--- config.mk ---
export PLATFORM = sky130hd
export DESIGN_NAME = mem_burst_reader
export DESIGN_NICKNAME = d
export VERILOG_FILES = /design/src/rtl/mem_burst_reader.sv
export SDC_FILE = /design/constraint.sdc
export NUM_CORES = 1
export LEC_CHECK = 0
export BUFFER_PORTS_ARGS = -buffer_cell sky130_fd_sc_hd__clkbuf_2
export CORE_MARGIN = 3
export CORE_UTILIZATION = 25
export DETAILED_ROUTE_END_ITERATION = 6
export PLACE_DENSITY = 0.46
export SLEW_MARGIN = 20
export SYNTH_ARGS = -nofsm -noshare
export SYNTH_HDL_FRONTEND = slang
export SYNTH_SLANG_ARGS = --single-unit
--- constraint.sdc ---
create_clock -name clk -period 2.4 [get_ports clk]
set_clock_uncertainty 0.15 [all_clocks]
set_input_delay 0 -clock clk [delete_from_list [all_inputs] [get_ports clk]]
set_output_delay 0 -clock clk [all_outputs]
set_load 0.01 [all_outputs]
--- src/rtl/mem_burst_reader.sv ---
// Bulk read initiator: walks a byte address range one request at a time and streams the bytes
// out through a small FWFT FIFO. Optional read timeout abort is enabled by MEM_RD_TIMEOUT_EN.
module mem_burst_reader #(
    parameter int ADDR_W     = 16,
    parameter int DATA_W     = 8,
    parameter int LEN_W      = 16,
    parameter int FIFO_DEPTH = 4,
    parameter int TIMEOUT    = 255
) (
    input  logic              clk,
    input  logic              RST,
    input  logic              start,
    input  logic [ADDR_W-1:0] start_addr,
    input  logic [LEN_W-1:0]  length,
    output logic              busy,
    output logic              done,
    output logic              err,
    output logic [ADDR_W-1:0] mem_addr,
    output logic              mem_rd,
    input  logic [DATA_W-1:0] mem_rdata,
    input  logic              mem_done,
    output logic [DATA_W-1:0] out_data,
    output logic              out_valid,
    input  logic              out_ready
);
    localparam int PTR_W = $clog2(FIFO_DEPTH);
    localparam int CNT_W = PTR_W + 1;
    localparam logic [CNT_W-1:0] DEPTH_C = CNT_W'(FIFO_DEPTH);

    if (FIFO_DEPTH < 2 || (FIFO_DEPTH & (FIFO_DEPTH - 1)) != 0 || TIMEOUT < 1) begin : g_bad_cfg
        $error("mem_burst_reader: FIFO_DEPTH must be a power of two >= 2 and TIMEOUT >= 1");
    end

    typedef enum logic [1:0] {IDLE, REQ, GAP, FLUSH} state_t;
    state_t state;

    logic [ADDR_W-1:0] addr;
    logic [LEN_W-1:0]  remaining;
    logic [DATA_W-1:0] fifo_mem [FIFO_DEPTH];
    logic [PTR_W-1:0]  wr_ptr, rd_ptr;
    logic [CNT_W-1:0]  count;
    logic              push, pop, fifo_clr;

    assign push      = mem_rd && mem_done;
    assign out_valid = (count != '0);
    assign pop       = out_valid && out_ready;
    assign out_data  = fifo_mem[rd_ptr];
    assign mem_addr  = addr;

`ifdef MEM_RD_TIMEOUT_EN
    localparam int TW = $clog2(TIMEOUT + 1);
    localparam logic [TW-1:0] TO_LAST = TW'(TIMEOUT - 1);
    logic [TW-1:0] wait_cnt;
    logic          err_q;
    assign err      = err_q;
    assign fifo_clr = (state == REQ) && !mem_done && (wait_cnt == TO_LAST);
`else
    assign err      = 1'b0;
    assign fifo_clr = 1'b0;
`endif

    always_ff @(posedge clk) begin
        if (push) fifo_mem[wr_ptr] <= mem_rdata;
    end

    // Pointers wrap naturally because the depth is a power of two.
    always_ff @(posedge clk) begin
        if (RST || fifo_clr) begin
            wr_ptr <= '0;
            rd_ptr <= '0;
            count  <= '0;
        end else begin
            if (push) wr_ptr <= wr_ptr + 1'b1;
            if (pop)  rd_ptr <= rd_ptr + 1'b1;
            case ({push, pop})
                2'b10:   count <= count + 1'b1;
                2'b01:   count <= count - 1'b1;
                default: count <= count;
            endcase
        end
    end

    always_ff @(posedge clk) begin
        if (RST) begin
            state     <= IDLE;
            addr      <= '0;
            remaining <= '0;
            mem_rd    <= 1'b0;
            busy      <= 1'b0;
            done      <= 1'b0;
`ifdef MEM_RD_TIMEOUT_EN
            wait_cnt  <= '0;
            err_q     <= 1'b0;
`endif
        end else begin
            done <= 1'b0;
`ifdef MEM_RD_TIMEOUT_EN
            err_q <= 1'b0;
`endif
            case (state)
                IDLE: begin
                    if (start) begin
                        addr      <= start_addr;
                        remaining <= length;
                        busy      <= 1'b1;
`ifdef MEM_RD_TIMEOUT_EN
                        wait_cnt  <= '0;
`endif
                        // FIFO is always empty in IDLE, so an empty transfer completes at once.
                        if (length == '0) begin
                            state <= FLUSH;
                            done  <= 1'b1;
                        end else begin
                            state  <= REQ;
                            mem_rd <= 1'b1;
                        end
                    end
                end
                REQ: begin
                    if (mem_done) begin
                        addr      <= addr + 1'b1;
                        remaining <= remaining - 1'b1;
                        mem_rd    <= 1'b0;
                        state     <= GAP;
                    end
`ifdef MEM_RD_TIMEOUT_EN
                    else if (wait_cnt == TO_LAST) begin
                        err_q  <= 1'b1;
                        mem_rd <= 1'b0;
                        busy   <= 1'b0;
                        state  <= IDLE;
                    end else begin
                        wait_cnt <= wait_cnt + 1'b1;
                    end
`endif
                end
                GAP: begin
                    if (remaining == '0) begin
                        state <= FLUSH;
                    end else if (count < DEPTH_C) begin
                        state  <= REQ;
                        mem_rd <= 1'b1;
`ifdef MEM_RD_TIMEOUT_EN
                        wait_cnt <= '0;
`endif
                    end
                end
                FLUSH: begin
                    // done is held for exactly one cycle; busy drops together with it.
                    if (done) begin
                        state <= IDLE;
                        busy  <= 1'b0;
                    end else if (count == '0) begin
                        done <= 1'b1;
                    end
                end
                default: state <= IDLE;
            endcase
        end
    end
endmodule

==> reports/metrics.csv, run 1 <==
metric,value,unit
status,"complete, no violations",
H-tree Lvls,3,
final hold slack,0.00422,ns
Critical Path End Type,flip-flop,
Total GRT Usage,0.123,
"Top FF cell, synth",dfxtp_1,
min Tclk post-route,2.22,ns
Max clock buf depth,2,
vias in the first global route,3539,
asr flop ratio synth,0,
Pins Over Slew Limit,0,
Worst R2R Start,state[0],
DIE HEIGHT,132,um
number of flops mapped to enable cells by yosys,32,
crit-path max cell delay,0.42,ns
clk sinks,78,
Slew @ Worst Pin,0.633,ns
sequential share of the synthesized area,0.473,
Critical Path Fanout Max,30,
Gate power share,0.447,
pwr dens,1160,mW/mm^2
Die ar.,0.0175,sq mm
Congestion Overflow GR,0,
antenna diode count,0,
Worst R2R Setup Slack,0.18,ns
Worst Hold End,remaining[12],
first-pass detailed-route iteration total,4,
post-CTS setup buffer count,0,
Finish-stage setup viols,0,
Unique masters post-synth,62,
worst vdd ir,0.000488,V
TritonCTS clock tree,yes,
CP Data Arrival Time,2.27,ns
WHS Path Cells,4,
vias,3522,
largest net degree at the start of global routing,39,
filler cell count,1566,
IO Count,74,
FF-to-FF End,remaining[1],
Multi-input gate area,0.00195,sq mm
"Hold Vio Cnt, Final",0,
Total Wirelength,10.5,mm
Crit-path slowest cell,dfxtp_1,
Antenna Nets Post-Route,0,
Hold Crit Class,in -> reg,
# port buffers,72,
Worst Min Path Start,length[12],
Startpoint Class,flip-flop,
"Clk Latency, worst-skew pair",0.34,ns
LEAKAGE,2.03,nW
gp weighted congestion,0.816,
register bit total from synthesis,78,
clock root cell,clkbuf_16,
Clk pwr share,0.219,
DIE WIDTH,132,um
P_int,0.00368,W
sw power,0.00249,W
sequential share of power,0.334,
share of post-route cells with drive strength above 1,0.225,
RSZ-0062 raised after global routing,no,
worst endpoint required time,2.45,ns
# rows,45,
starting density of the core,0.259,
Max-cap violations,0,
Area Overhead vs Synth,33.5,%
Num CTS Buffers,9,
core area,0.0154,sq mm
CP Cell Sequence,inv_1 -> ha_1 -> nor2b_1 -> or3_1 -> buf_4 -> a211oi_1 -> a211oi_1,
Post-DP HPWL,7.14,mm
Reg2Reg Depth,7,
"Cell Area, Synth",0.00398,sq mm
Synth Area per Inst,9.66,sq um
setup_tns,0,ns
clock-pin slew on the worst setup and hold paths,0.06,ns
crit path kind,reg -> reg,
Fmax,450,MHz
syn_nets,471,
Rel. slew slack,0.578,
Iter 0 DRT Violations,86,
Via density,4.77,
final worst path period share,0.927,
most frequent CP cell,a211oi_1,
initial antenna violation count,0,
nets,582,
Switching Share,0.404,
Gate Count Post-Synth,412,
Sequential Area,0.00188,sq mm
DR DRC count,0,
WL/cell,14.2,um
warnings from Yosys,0,
first-pass GRT wire length,17.4,mm
## state kept, by name, indices dropped and copies added (netlist names), named ones only
register   count
wr_ptr         2
busy           1
mem_rd         1
remaining     16
mem_addr      16
count          3
done           1
fifo_mem      32
rd_ptr         2
state          2
## kinds of logic after synthesis
| kind of cell | share of synthesized area |
|---|---|
| other | 0.000942 |
| AO/OA/AOI/OAI | 0.173 |
| XOR/XNOR | 0.0110 |
| flip-flops | 0.473 |
| adder cells (fa/ha/maj) | 0.0459 |
| buffers and inverters | 0.0412 |
| AND/OR/NAND/NOR | 0.205 |
| multiplexers | 0.0506 |
## critical path, delay by kind of cell (launching register included)
family                   cells  cell delay, ns
AO/OA/AOI/OAI                2            0.34
adder cells (fa/ha/maj)      1            0.26
flip-flops                   1            0.42
AND/OR/NAND/NOR              2            0.53
buffers and inverters        2            0.36
## through the flow
step	cell area (sq um)	setup slack (ns)	utilization	power [W]	cells
global placement	4610	0.218	0.300	0.00477	682
global route	5320	0.00616	0.346	0.00667	739
detailed placement	4610	0.200	0.300	0.00481	682
CTS	5310	0.183	0.345	0.00625	739
finish	5320	0.176	0.346	0.00617	739
floorplan	3980	0.315	-	0.00392	412
## power groups by stage
stage	registers, W	logic (W)	clock network, W
final	0.00206	0.00276	0.00135
after global routing	0.00212	0.00309	0.00146
after CTS	0.00206	0.00278	0.00140
after detailed placement	0.00209	0.00271	0
after global placement	0.00208	0.00269	0
after floorplan	0.00203	0.00190	0
## what timing repair did
item / in CTS / in global routing
endpoints found under the hold margin: 67 / 0
endpoints found under the setup margin: 0 / 1
hold buffers: 41 / 0
gates resized for setup: 0 / 1
## routing by layer
layer | up-vias | routed length, um | global-route usage
li1 | 1739 | - | -
met1 | 1683 | 4840 | 0.151
met2 | 80 | 5030 | 0.205
met3 | 20 | 462 | 0.0332
met4 | 0 | 191 | 0.0508
met5 | - | 0 | 0
## synth_stat cells, types with 2 or more instances
cell	n	share of area
inv_1	16	0.015
o2bb2ai_1	2	0.0044
nand4_1	8	0.013
nand2b_1	5	0.0079
clkbuf_1	9	0.0085
o22ai_1	4	0.0063
dfxtp_1	46	0.23
o21a_1	2	0.0038
a2bb2oi_1	3	0.0066
nor3_2	2	0.0050
o31a_1	2	0.0044
ha_1	13	0.041
xnor2_1	2	0.0044
a211oi_1	6	0.011
buf_1	7	0.0066
nor3_1	12	0.015
nor2b_1	9	0.014
a21o_1	4	0.0075
and2_1	3	0.0047
edfxtp_1	32	0.24
nor4_1	6	0.0094
a31oi_1	3	0.0047
mux4_2	8	0.045
nand2_1	29	0.027
or3_1	8	0.013
nand3_1	16	0.020
xor2_1	3	0.0066
buf_2	5	0.0063
a211oi_2	2	0.0063
a21oi_1	41	0.052
and4_1	2	0.0044
o31ai_1	2	0.0038
nor2_1	38	0.036
o21ai_0	26	0.033
and3_1	9	0.014
## worst max path at each step
stage,start,end,slack [ns]
2_1_floorplan,count[0],count[2],0.31
3_3_place_gp,state[0],remaining[7],0.22
3_5_place_dp,state[0],remaining[7],0.20
4_1_cts,count[0],count[2],0.18
5_1_grt,state[1],mem_addr[5],0.006
6_report,state[0],remaining[1],0.18
## cell usage in the layout, fill, tap and decap left out, drive strengths merged, types with 7 or more instances in the layout
| cell type | instances |
|---|---|
| ha | 13 |
| or3 | 8 |
| nand2 | 29 |
| dlygate4sd3 | 41 |
| mux4 | 8 |
| nor2 | 38 |
| nand4 | 9 |
| nand3 | 16 |
| nor2b | 9 |
| a211oi | 8 |
| nor4 | 7 |
| a21oi | 41 |
| clkbuf | 82 |
| inv | 16 |
| o21ai | 27 |
| buf | 10 |
| edfxtp | 32 |
| and3 | 9 |
| dfxtp | 46 |
| nor3 | 14 |
## cell type report
type,instances,share of cell area
sequential,78,0.354
timing repair buffer,123,0.164
clock buffer,10,0.0431
inverter,16,0.0113
multi-input combinational,295,0.366
clock inverter,6,0.0118
tap,211,0.0497
(Power assumes the default switching activity.)
==> run 2: changes to the inputs <==
- CAP_MARGIN: not set -> 20
- clock period: 2.4 -> 2.1 ns (I/O delays scaled with it)
==> reports/metrics.csv, run 2 (same netlist as run 1, synthesis figures left out) <==
metric,value,unit
share of post-route cells with drive strength above 1,0.293,
min Tclk post-route,2.03,ns
"commonest non-fill, non-tap cell in the layout",clkbuf_2,
Startpoint Class,flip-flop,
nets,610,
initial antenna violation count,0,
LEAKAGE,2.20,nW
gp weighted congestion,0.802,
vias in the first global route,3736,
Worst R2R Start,count[0],
placed cells,705,
worst vdd ir,0.000602,V
Area Overhead vs Synth,41.2,%
pwr dens,1370,mW/mm^2
Finish-stage setup viols,0,
CP Data Arrival Time,2.16,ns
FF-to-FF End,count[2],
Post-DP HPWL,7.55,mm
largest net degree at the start of global routing,39,
Largest Register,fifo_mem,
DIE HEIGHT,132,um
crit path kind,reg -> reg,
antenna diode count,0,
first-pass detailed-route iteration total,4,
Via density,4.70,
Total Wirelength,11.3,mm
status,"complete, no violations",
most frequent cells in the layout,"72 x clkbuf_2, 42 x dfxtp_1, 42 x dlygate4sd3_1",
Die ar.,0.0175,sq mm
Iter 0 DRT Violations,127,
setup_tns,0,ns
core area,0.0154,sq mm
starting density of the core,0.259,
H-tree Lvls,3,
worst endpoint required time,2.23,ns
final hold slack,0.0425,ns
Pwr Total,0.00773,W
TritonCTS clock tree,yes,
Critical Path Fanout Max,2,
Final Core Density,0.366,
Max clock buf depth,2,
clk sinks,78,
Hold Crit Class,in -> reg,
DR DRC count,0,
"Hold Vio Cnt, Final",0,
Max-cap violations,0,
WHS Path Cells,5,
Worst R2R Setup Slack,0.07,ns
WL/cell,14.8,um
Critical Path End Type,flip-flop,
"Clk Latency, worst-skew pair",0.34,ns
max FFs per register,32,
clock root cell,clkbuf_16,
Total GRT Usage,0.130,
Worst Min Path Start,out_ready,
first-pass GRT wire length,18.3,mm
clock-pin slew on the worst setup and hold paths,0.06,ns
Num CTS Buffers,9,
final worst path period share,0.967,
Worst Hold End,rd_ptr[0],
RSZ-0062 raised after global routing,no,
# port buffers,72,
IO Count,74,
Fmax,492,MHz
vias,3607,
Congestion Overflow GR,0,
Antenna Nets Post-Route,0,
# rows,45,
Reg2Reg Depth,8,
Pins Over Slew Limit,0,
DIE WIDTH,132,um
Final Instance Count excl. Fillers,767,
## run 2: per-layer routing
layer / track usage / routed length [um]
met3: 0.0309 / 485
met5: 0 / 0
met1: 0.158 / 5180
met4: 0.0404 / 146
met2: 0.226 / 5530
## run 2: how the worst max path moves through the flow
stage                     startpoint            to  slack, ns  cells past startpoint
after CTS                   count[0]      count[2]      0.005                      8
final                       count[0]      count[2]       0.07                      8
after global routing        state[0]  remaining[7]       0.01                      8
after global placement      state[0]  remaining[7]       0.06                      8
after detailed placement    count[0]      count[2]      -0.02                      8
after floorplan             count[0]      count[2]       0.01                      8
## run 2: area by class of cell
cell class | count | area [sq um]
Timing Repair Buffer | 151 | 1130
Clock buffer | 10 | 239
Fill cell | 1587 | 9750
Inverter | 16 | 60.1
Sequential cell | 78 | 1890
Tap cell | 211 | 264
Clock inverter | 6 | 45.0
Multi-Input combinational cell | 295 | 1990
## run 2: worst max-delay path: stages, from the launching register on
cell and delay (ns):
dfxtp_2 0.32, or3_4 0.38, and2_4 0.16, ha_4 0.16, inv_2 0.05, fa_2 0.19
xor2_1 0.08, or3_1 0.37, a21oi_2 0.12
## run 2: through the flow
stage | instance area (sq um) | worst slack [ns]
2_1_floorplan | 3980 | 0.0150
3_3_place_gp | 4790 | 0.0625
3_5_place_dp | 4790 | -0.0198
4_1_cts | 5500 | 0.00456
5_1_grt | 5620 | 0.0102
6_report | 5620 | 0.0686
## run 2: where the power goes
part | leakage [nW] | internal [W] | switching (W)
Sequential | 0.669 | 0.00195 | 0.000325
Combinational | 1.40 | 0.00185 | 0.00210
Clock | 0.132 | 0.000839 | 0.000657
Total | 2.20 | 0.00464 | 0.00308
## run 2: repair_timing
item,in CTS,in global routing
cloned,0,2
hold buffers,42,0
setup endpoints to repair,1,31
gates resized for setup,4,15
pin swaps,0,5
buffers inserted,0,2
hold endpoints to repair,66,0
